**config.mk**
```make
export PLATFORM = sky130hd
export DESIGN_NAME = student_number_sequencer
export DESIGN_NICKNAME = d
export VERILOG_FILES = /design/src/rtl/student_number_sequencer.sv
export SDC_FILE = /design/constraint.sdc
export NUM_CORES = 1
export LEC_CHECK = 0
export CORE_MARGIN = 10
export CORE_UTILIZATION = 59
export DETAILED_ROUTE_END_ITERATION = 16
export PLACE_DENSITY = 0.94
export SKIP_LAST_GASP = 1
export SYNTH_ARGS = -nofsm -noshare
export SYNTH_HDL_FRONTEND = slang
export SYNTH_SLANG_ARGS = --single-unit
```
**constraint.sdc**
```tcl
create_clock -name Clock -period 3.6 [get_ports Clock]
set_input_delay 0.36 -clock Clock [delete_from_list [all_inputs] [get_ports Clock]]
set_output_delay 0.36 -clock Clock [all_outputs]
set_load 0.05 [all_outputs]
```
**src/rtl/student_number_sequencer.sv**
```systemverilog
// student_number_sequencer: streams stored BCD student numbers, MSD first, starting from the selected client
module student_number_sequencer #(
    parameter int NUM_STUDENTS = 2,
    parameter int DIGITS = 7,
    parameter int SEL_W = 1,
    parameter logic [4*DIGITS*NUM_STUDENTS-1:0] STUDENT_IDS = 56'h2049719_2046019
) (
    input  logic             Clock,
    input  logic             ResetN,
    input  logic             Start,
    input  logic [SEL_W-1:0] ClientSel,
    input  logic             Abort,
    output logic [3:0]       Digit,
    output logic             DigitValid,
    input  logic             DigitReady,
    output logic             LastDigit,
    output logic             Busy,
    output logic             Done,
    output logic             Error
);
    localparam int N = NUM_STUDENTS * DIGITS;
    localparam int IDX_W = $clog2(N + 1);
    localparam int CNT_W = $clog2(DIGITS + 1);

    typedef enum logic [1:0] {IDLE, STREAM, DONE} stateType;

    stateType state;
    logic [SEL_W-1:0] stuPtr, nextPtr;
    logic [CNT_W-1:0] digCnt, nextCnt;
    logic [IDX_W-1:0] idx;
    logic handshake, lastCnt, selOk;

    function automatic logic [3:0] digitAt(input logic [SEL_W-1:0] p, input logic [CNT_W-1:0] c);
        return STUDENT_IDS[int'(p) * 4 * DIGITS + (DIGITS - 1 - int'(c)) * 4 +: 4];
    endfunction

    // position of the digit that follows the one currently presented
    always_comb begin
        handshake = state == STREAM && DigitValid && DigitReady;
        lastCnt = digCnt == CNT_W'(DIGITS - 1);
        nextCnt = lastCnt ? '0 : digCnt + CNT_W'(1);
        nextPtr = !lastCnt ? stuPtr : (stuPtr == SEL_W'(NUM_STUDENTS - 1) ? '0 : stuPtr + SEL_W'(1));
        selOk = int'(ClientSel) < NUM_STUDENTS;
    end

    // control FSM with registered stream outputs; the next digit is preloaded on each handshake so there is no bubble
    always_ff @(posedge Clock or negedge ResetN) begin
        if (!ResetN) begin
            state <= IDLE;
            stuPtr <= '0;
            digCnt <= '0;
            idx <= '0;
            Digit <= '0;
            DigitValid <= 1'b0;
            LastDigit <= 1'b0;
            Busy <= 1'b0;
            Done <= 1'b0;
            Error <= 1'b0;
        end else begin
            Done <= 1'b0;
            Error <= 1'b0;
            case (state)
                IDLE: begin
                    if (Start && selOk) begin
                        state <= STREAM;
                        stuPtr <= ClientSel;
                        digCnt <= '0;
                        idx <= '0;
                        Digit <= digitAt(ClientSel, '0);
                        DigitValid <= 1'b1;
                        LastDigit <= 1'b0;
                        Busy <= 1'b1;
                    end else if (Start) begin
                        Error <= 1'b1;
                    end
                end
                STREAM: begin
                    if (Abort) begin
                        state <= IDLE;
                        Digit <= '0;
                        DigitValid <= 1'b0;
                        LastDigit <= 1'b0;
                        Busy <= 1'b0;
                    end else if (handshake && LastDigit) begin
                        state <= DONE;
                        Digit <= '0;
                        DigitValid <= 1'b0;
                        LastDigit <= 1'b0;
                        Done <= 1'b1;
                    end else if (handshake) begin
                        stuPtr <= nextPtr;
                        digCnt <= nextCnt;
                        idx <= idx + IDX_W'(1);
                        Digit <= digitAt(nextPtr, nextCnt);
                        LastDigit <= idx == IDX_W'(N - 2);
                    end
                end
                DONE: begin
                    state <= IDLE;
                    Busy <= 1'b0;
                end
                default: state <= IDLE;
            endcase
        end
    end
endmodule

```
==> results.json <==
{
  "synth_mux_area_share_pct": 0.7619,
  "wirelength_um": 2937,
  "nets": 170,
  "htree_levels": 1,
  "synth_warnings": 0,
  "drt-initial-drc-count": 110,
  "worst_ir_drop_vdd_mv": 0.4094,
  "post_drt_wl_per_cell_um": 16.05,
  "p_switching_mw": 0.5920,
  "gr-usage-met2_pct": 24.41,
  "synth-seq-cells": 18,
  "power_density_nw_per_um2": 833.2,
  "ctsHoldBuffers": 0,
  "hold_viol": 0,
  "area_growth_pct": 10.76,
  "grt_pass1_wl_um": 5071,
  "worstReg2RegStart": "stuPtr",
  "fp-row-count": 17,
  "die_w_um": 67.19,
  "cp_max_fo": 9,
  "yosysSeqAreaShare_pct": 34.29,
  "postSynthCellCount": 147,
  "antenna_found_initial": 0,
  "synthSimpleGateAreaFrac_pct": 22.95,
  "synth_top_family_by_area": "simple AND/OR/NAND/NOR gates",
  "cp.required_ns": 3.82,
  "startpoint_type": "flip-flop",
  "portBuffers": 13,
  "post-synth-top-count-cell": "dfrtp_1",
  "p_int_mw": 0.6204,
  "tritoncts": "built",
  "ios": 15,
  "finalWorstSetupSlack_ns": 0.7846,
  "period_share_pct": 78.20,
  "cts_resized": 0,
  "dr_total_vias": 1123,
  "seqPwrFrac_pct": 26.1,
  "synth_cell_type_count": 47,
  "cts.sinks": 18,
  "grt_max_degree": 19,
  "synth_xor_xnor_area_share_pct": 5.810,
  "use_met1_pct": 16.32,
  "combPwrFrac_pct": 63.7,
  "insertion_delay_ns": 0.29,
  "synth.avg_cell_area_sq_um": 8.937,
  "tns_ns": 0,
  "core_area_sq_um": 2170,
  "pwr-share-clk_pct": 10.2,
  "critPathKind": "reg -> reg",
  "synth-edff-count": 0,
  "slowest_stage": "fa_1",
  "finClkSkew_ns": 0.003186,
  "dr.pass1.iters": 4,
  "rsz0062_at_grt": "false",
  "diodes": 0,
  "path_cells": "nor2b_1 > nand2_1 > fa_1 > or4b_1 > a311oi_1 > o31ai_1 > a21oi_1",
  "layout-drive-gt1-share_pct": 6.452,
  "grt_pass1_vias": 1137,
  "reg2reg_slack_ns": 0.78,
  "die_y_um": 67.19,
  "slowest_delay_ns": 0.54,
  "synth_compound_area_share_pct": 19.14,
  "postRouteAntennaNets": 0,
  "cellLeakagePower_nw": 0.6284,
  "grt-busiest-layer": "met2",
  "synth.cell_area_sq_um": 1314,
  "ys_top_cells_by_area": "dfrtp_1 (34%), ha_1 (6.7%), inv_1 (3.7%)",
  "max_clock_freq_mhz": 355.2,
  "synth_fa_ha_area_share_pct": 8.190,
  "syn_nets": 161,
  "hp-class": "reg -> reg",
  "end_kind": "flip-flop",
  "vias_per_cell": 6.137,
  "slew_viol_final": 0,
  "gp_congestion": 0.8835,
  "maxCapViolCount": 0,
  "initial_core_util_pct": 60.55,
  "yosys.area.top_type": "dfrtp_1",
  "switching_share_pct": 48.83,
  "clock_path_buffers": 2,
  "yosys.area.top_type_share_pct": 34.29,
  "setup_viol": 0,
  "dp_hpwl_um": 2225,
  "use_met3_pct": 1.653,
  "synth_common_cells": "dfrtp_1 (18), inv_1 (13), nand2_1 (13)",
  "worstHoldStart": "Digit[0]",
  "min_period_ns": 2.815,
  "synthArstFlopShare_pct": 100.0,
  "drc": 0,
  "grt_overflow": 0,
  "dp_slack_ns": 0.8580,
  "relSlewSlack_pct": 44.56,
  "clk_pin_slew_ns": 0.10,
  "min_path_cells": 2,
  "clockRootBuffer": "clkbuf_4",
  "status": "complete, no violations",
  "r2r-end": "Digit[1]",
  "grt.total_usage_pct": 13.93,
  "r2r_cells": 7,
  "crit_arrival_ns": 3.04,
  "worst_pin_slew_ns": 0.8291,
  "holdPathEnd": "Digit[0]",
  "fp.dieArea_sq_um": 4515,
  "postCtsSetupBuffers": 0,
  "cts_buffers": 3,
  "ys.flop_type": "dfrtp_1"
}
[stage by stage]
stage | hold slack, ns | util [%] | instances | total power, mW | area, sq um
6_report | 0.5077 | 67.07 | 183 | 1.212 | 1455
2_1_floorplan | 0.06441 | - | 147 | 0.9282 | 1314
3_3_place_gp | 0.4791 | 65.40 | 179 | 1.058 | 1419
5_1_grt | 0.5280 | 67.07 | 183 | 1.308 | 1455
3_5_place_dp | 0.4837 | 65.40 | 179 | 1.079 | 1419
4_1_cts | 0.5076 | 67.07 | 183 | 1.210 | 1455
[layout make-up]
| cell class | count | area, sq um |
|---|---|---|
| Clock buffer | 4 | 36.28 |
| Timing Repair Buffer | 13 | 130.1 |
| Inverter | 14 | 52.55 |
| Sequential cell | 18 | 450.4 |
| Fill cell | 178 | 714.4 |
| Tap cell | 28 | 35.03 |
| Multi-Input combinational cell | 106 | 750.7 |
[worst max path at each step]
| stage | start | to | slack, ns | cells past startpoint |
|---|---|---|---|---|
| 6_report | stuPtr | Digit[1] | 0.78 | 7 |
| 5_1_grt | stuPtr | Digit[1] | 0.62 | 7 |
| 3_3_place_gp | stuPtr | Digit[1] | 1.02 | 7 |
| 3_5_place_dp | stuPtr | Digit[1] | 0.86 | 7 |
| 2_1_floorplan | digCnt[0] | Digit[1] | 1.25 | 8 |
| 4_1_cts | stuPtr | Digit[1] | 0.83 | 7 |
[sequential cells by signal (all words and copies together), names as in the netlist]
register	cells
LastDigit	1
idx	4
state	2
Digit	4
Done	1
Busy	1
stuPtr	1
digCnt	3
DigitValid	1
[placed cells by master (no fill, tap or decap), types with 4 or more instances in the layout]
cell,n
nand2_1,13
inv_1,13
xnor2_1,5
o21ai_0,6
a21oi_1,7
clkdlybuf4s50_1,13
nor2_1,12
nand4_1,4
nor2b_1,7
ha_1,7
dfrtp_1,18
[power groups by stage]
stage / registers, mW / clock network [mW] / logic, mW
3_3_place_gp: 0.312 / 0 / 0.746
3_5_place_dp: 0.319 / 0 / 0.761
4_1_cts: 0.315 / 0.127 / 0.767
6_report: 0.316 / 0.123 / 0.773
5_1_grt: 0.326 / 0.135 / 0.846
2_1_floorplan: 0.376 / 0 / 0.553
[layer usage]
metal / vias up / share of wire, %
met3: 9 / 5.7
met5: - / 0
met2: 36 / 49
li1: 535 / -
met1: 543 / 42
met4: 0 / 2.5
[logic make-up (layout without fill, tap and decap cells)]
family / Yosys count / after routing
AND/OR/NAND/NOR: 53 / 53
XOR/XNOR: 7 / 7
buffers and inverters: 23 / 31
AO/OA/AOI/OAI: 36 / 36
multiplexers: 1 / 1
other: 1 / 1
flip-flops: 18 / 18
adder cells (fa/ha/maj): 8 / 8
[critical path: cells and delay by family, from the launching register on]
| family | cells | cell delay (ns) |
|---|---|---|
| flip-flops | 1 | 0.49 |
| AO/OA/AOI/OAI | 3 | 0.50 |
| adder cells (fa/ha/maj) | 1 | 0.54 |
| AND/OR/NAND/NOR | 3 | 1.21 |
Power figures use the tool's default switching activity.
==> RTL edit 1, RTL diff (config.mk and constraints unchanged) <==
The 3 states of `stateType` get a one-hot encoding in 3 bits.
--- a/src/rtl/student_number_sequencer.sv
+++ b/src/rtl/student_number_sequencer.sv
@@ -23,5 +23,5 @@
     localparam int CNT_W = $clog2(DIGITS + 1);
 
-    typedef enum logic [1:0] {IDLE, STREAM, DONE} stateType;
+    typedef enum logic [2:0] {IDLE = 3'b001, STREAM = 3'b010, DONE = 3'b100} stateType;
 
     stateType state;
Behaviour: same outputs for any inputs over 10 cycles, from zero or initial values and one cycle with ResetN low; not proved beyond that.
==> RTL edit 1 against the original RTL <==
Setup slack better by 180 ps. Design area fell by 7.9%. Sequential cell count increased by 1. Synthesized area fell by 9.4%. Count of clock-buffer cells in the layout is the same. Total power fell by 23%. Routed wire length down 9.7%. Clock skew is 2.0 ps lower. First-iteration DRC count is 42% lower. Synthesized cell count decreased by 7.5%. Critical path type unchanged.
==> RTL edit 1: results (changes against the original RTL) <==
* Startpoint of the worst hold path: Busy
* Met2 wire length at 1349 um (-7.0%)
* Endpoint of the worst hold path: Busy
* Final HPWL from detailed placement at 2034 um (-8.6%)
* Max stage delay cell, worst path: dfrtp_1
* Via count of the first global-routing pass at 1054 (-7.3%)
* Critical Path Max Stage Delay at 520 ps (-20 ps)
* Met3 GRT Util at 1.718% (+0.065 points)
* Storage cell area at 476.7 um^2 (+5.8%)
* Drt wl/cell at 15.51 um (-3.4%)
* Final estimated routing congestion in global placement at 0.7759 (-12%)
* Post-route clock period utilization at 73.33% (-4.9 points)
* Worst hold path type: reg -> reg
* FP Rows at 16 (-1)
* Path depth of the worst reg2reg path at 8 (+1)
* CP top delay family: flip-flops
* GRT Total Usage at 13.04% (-0.90 points)
* Layout cells sized above 1 at 5.556% (-0.90 points)
* Pins over their slew limit at 0 (unchanged)
* Met3 wirelength from detailed routing at 84 um (-50%)
* Sequential cell area fraction in the yosys report at 40.06% (+5.8 points)
* Global-route track usage on met2 at 22.66% (-1.7 points)
* Dominant cells by area after synthesis: dfrtp_1 (38%), nor2_1 (5.7%), nand2_1 (4.7%), ha_1 (4.2%), o21ai_0 (3.8%)
* Leakage power at 0.5683 nW (-9.6%)
* Crit path launch type: flip-flop
* Switch Pwr at 0.4330 mW (-27%)
* Peak supply drop at 530.9 uV (+30%)
* Global-route wire length before repair at 4540 um (-10%)
* Resized Gates After CTS at 0 (unchanged)
* Placement-stage worst setup slack at 1013 ps (+154.5 ps)
* Vias at 1024 (-8.8%)
* Largest net degree at the start of global routing at 20 (+1)
* Number of port buffers at 13 (unchanged)
* Number of instances in the synthesized netlist at 136 (-7.5%)
* Post-layout nets at 156 (-8.2%)
* Remaining max-slew budget at the tightest pin at 44.74% (+0.18 points)
* Met1 usage at 14.63% (-1.7 points)
* Top layer reached by signal wires: met4
* Detailed router's first-iteration violation count at 64 (-42%)
* Clock skew after layout at 1.229 ps (-1.957 ps)
* Data arrival time of the critical path at 2880 ps (-160 ps)
* Number of standard cells in the layout, taps in and fillers out at 171 (-6.6%)
* Flop-to-flop setup slack at 960 ps (+180 ps)
* Final worst hold slack at 493.8 ps (-13.98 ps)
* Total number of yosys warnings at 0 (unchanged)
* Leading post-synthesis cells by instance count: dfrtp_1 (18), nor2_1 (18), nand2_1 (15)
* Count of cell types in the netlist at 42 (-11%)
* Clock edge transition at the registers on the reported setup and hold paths at 100 ps (about the same)
* Layout fillers at 157 (-12%)
* Routed met1 length at 1146 um (-7.9%)
* Worst r2r src: digCnt[1]
* Top flop regs: Digit (4), idx (4)
* Antenna violations before repair at 0 (unchanged)
* Area after detailed placement at 1314 um^2 (-7.4%)
* Worst hold path depth at 1 (-1)
* Insertion delay of the later-clocked pin in the worst-skew pair at 300 ps
* Number of nets produced by synthesis at 147 (-8.7%)
* Status: complete, no violations
* Critical Path End: Digit[3]
[RTL edit 1: cells by family after synthesis]
logic type,count (synthesis),synth area share (%)
adder cells (fa/ha/maj),5,5.889
AND/OR/NAND/NOR,58,25.03
other,1,0.3152
XOR/XNOR,6,4.416
flip-flops,19,40.06
AO/OA/AOI/OAI,33,18.19
multiplexers,2,1.788
buffers and inverters,12,4.311
[RTL edit 1: area by class of cell]
| cell class | count | share of cell area (%) |
|---|---|---|
| repair buffers | 13 | 9.711 |
| inverters | 3 | 0.8403 |
| well taps | 27 | 2.521 |
| flip-flops and latches | 19 | 35.57 |
| multi-input cells | 105 | 49.39 |
| clock buffers | 4 | 1.961 |
[RTL edit 1: power by group through the flow]
stage,registers [mW],logic (mW),clock network (mW)
6_report,0.283,0.536,0.108
5_1_grt,0.289,0.594,0.118
4_1_cts,0.283,0.531,0.109
3_5_place_dp,0.287,0.528,0
3_3_place_gp,0.285,0.504,0
2_1_floorplan,0.333,0.360,0
==> RTL edit 2, RTL diff (same flow settings) <==
Made on the original files. Set the parameter `DIGITS` to 9 (it was 7).
--- a/src/rtl/student_number_sequencer.sv
+++ b/src/rtl/student_number_sequencer.sv
@@ -2,5 +2,5 @@
 module student_number_sequencer #(
     parameter int NUM_STUDENTS = 2,
-    parameter int DIGITS = 7,
+    parameter int DIGITS = 9,
     parameter int SEL_W = 1,
     parameter logic [4*DIGITS*NUM_STUDENTS-1:0] STUDENT_IDS = 56'h2049719_2046019
Function: changed (Yosys sat finds a counterexample within 4 cycles, from zero or initial values and one cycle with ResetN low).
==> RTL edit 2 against the original RTL <==
First-iteration DRC count down 31%. Sequential cell count grew 2. Count of clock-buffer cells in the layout unchanged. Setup slack worse by 510 ps. Utilization rose by 3.4 points. Total power grew 43%. Routed wire length increased by 24%. Design area increased by 20%. Synthesized area is 16% higher. Largest power group unchanged.
==> RTL edit 2: results (changes against the original RTL) <==
* Layout cells sized above 1 at 11.83% (+5.4 points)
* Post-synthesis share of cell area spent on xor and xnor gates at 6.705% (+0.90 points)
* Worst r2r src: digCnt[0]
* Post-synthesis share of cell area spent on full adders, half adders and majority gates at 9.648% (+1.5 points)
* Number of nets produced by synthesis at 188 (+17%)
* Dominant cells by area after synthesis: dfrtp_1 (33%), ha_1 (9.0%), nand3_1 (3.9%), nand2_1 (3.7%), xor2_1 (3.4%)
* Top flop regs: idx (5), Digit (4), digCnt (4)
* Final estimated routing congestion in global placement at 0.9060 (+2.5%)
* Final worst slack at 270.6 ps (-514.0 ps)
* Detailed router's first-iteration violation count at 76 (-31%)
* Worst hold path type: in -> async
* Placement-stage worst setup slack at 190.7 ps (-667.4 ps)
* Cell internal power dissipation at 0.8513 mW (+37%)
* Data arrival time of the critical path at 3520 ps (+480 ps)
* Leading post-synthesis cells by instance count: dfrtp_1 (20), nand2_1 (15), nor2_1 (13)
* Status: complete, no violations
* Path depth of the worst reg2reg path at 16 (+9)
* Endpoint of the most critical register-to-register path: Digit[0]
* Final worst hold slack at 511.8 ps (+4.093 ps)
* Worst-margin pin slew at 878.7 ps (+49.61 ps)
* Final wirelength at 3629 um (+24%)
* Insertion delay of the later-clocked pin in the worst-skew pair at 330 ps (+40 ps)
* Post-layout nets at 204 (+20%)
* Leakage power at 0.7302 nW (+16%)
* Peak supply drop at 955.2 uV (+130%)
* Largest net degree at the start of global routing at 21 (+2)
* Via count of the first global-routing pass at 1299 (+14%)
* GRT Total Usage at 14.58% (+0.65 points)
* Final HPWL from detailed placement at 2579 um (+16%)
* Count of cell types in the netlist at 51 (+8.5%)
==> RTL edit 2: cell families after synthesis <==
kind of cell / after synthesis
compound gates: 39
mux: 2
xor+xnor: 10
simple gates: 72
buf+inv: 15
fa+ha+maj: 12
flops: 20
other cells: 1
==> RTL edit 2: worst max-delay path, stage by stage (launching register included) <==
cell and delay (ps):
dfrtp_1 450, inv_1 80, ha_1 200, nand2_2 120, nor2_2 180, nor2_1 80, inv_1 90, nand3_1 90
xor2_1 220, ha_4 270, nor2b_1 160, a22oi_1 170, nand3_1 140, a311oi_4 440, a211oi_1 170, a31oi_1 200
o31ai_1 120
==> RTL edit 2: cell type report <==
cell class | instances | area (um^2)
multi-input cells | 136 | 984.7
inverters | 11 | 41.29
fillers | 181 | 732.0
flip-flops and latches | 20 | 500.5
well taps | 30 | 37.54
clock buffers | 4 | 36.28
repair buffers | 15 | 145.1
==> RTL edit 2: routing by layer <==
metal / track usage (%) / part of all wire, %
met3: 2.929 / 4.4
met2: 24.93 / 52
met4: 7.312 / 2.6
met5: 0 / 0
met1: 16.76 / 41
==> RTL edit 2: stage by stage <==
step | std cells | area [um^2] | utilization [%] | power [mW]
after floorplan | 171 | 1530 | - | 1.243
after global placement | 211 | 1684 | 67.98 | 1.419
after detailed placement | 211 | 1684 | 67.98 | 1.494
after CTS | 215 | 1720 | 69.44 | 1.654
after global routing | 216 | 1745 | 70.45 | 1.866
final | 216 | 1745 | 70.45 | 1.731
==> RTL edit 2: power by group through the flow <==
stage	logic, mW	registers, mW	clock network [mW]
after global placement	1.10	0.322	0
after floorplan	0.829	0.415	0
after global routing	1.38	0.334	0.151
after CTS	1.19	0.324	0.141
after detailed placement	1.17	0.327	0
final	1.26	0.326	0.142
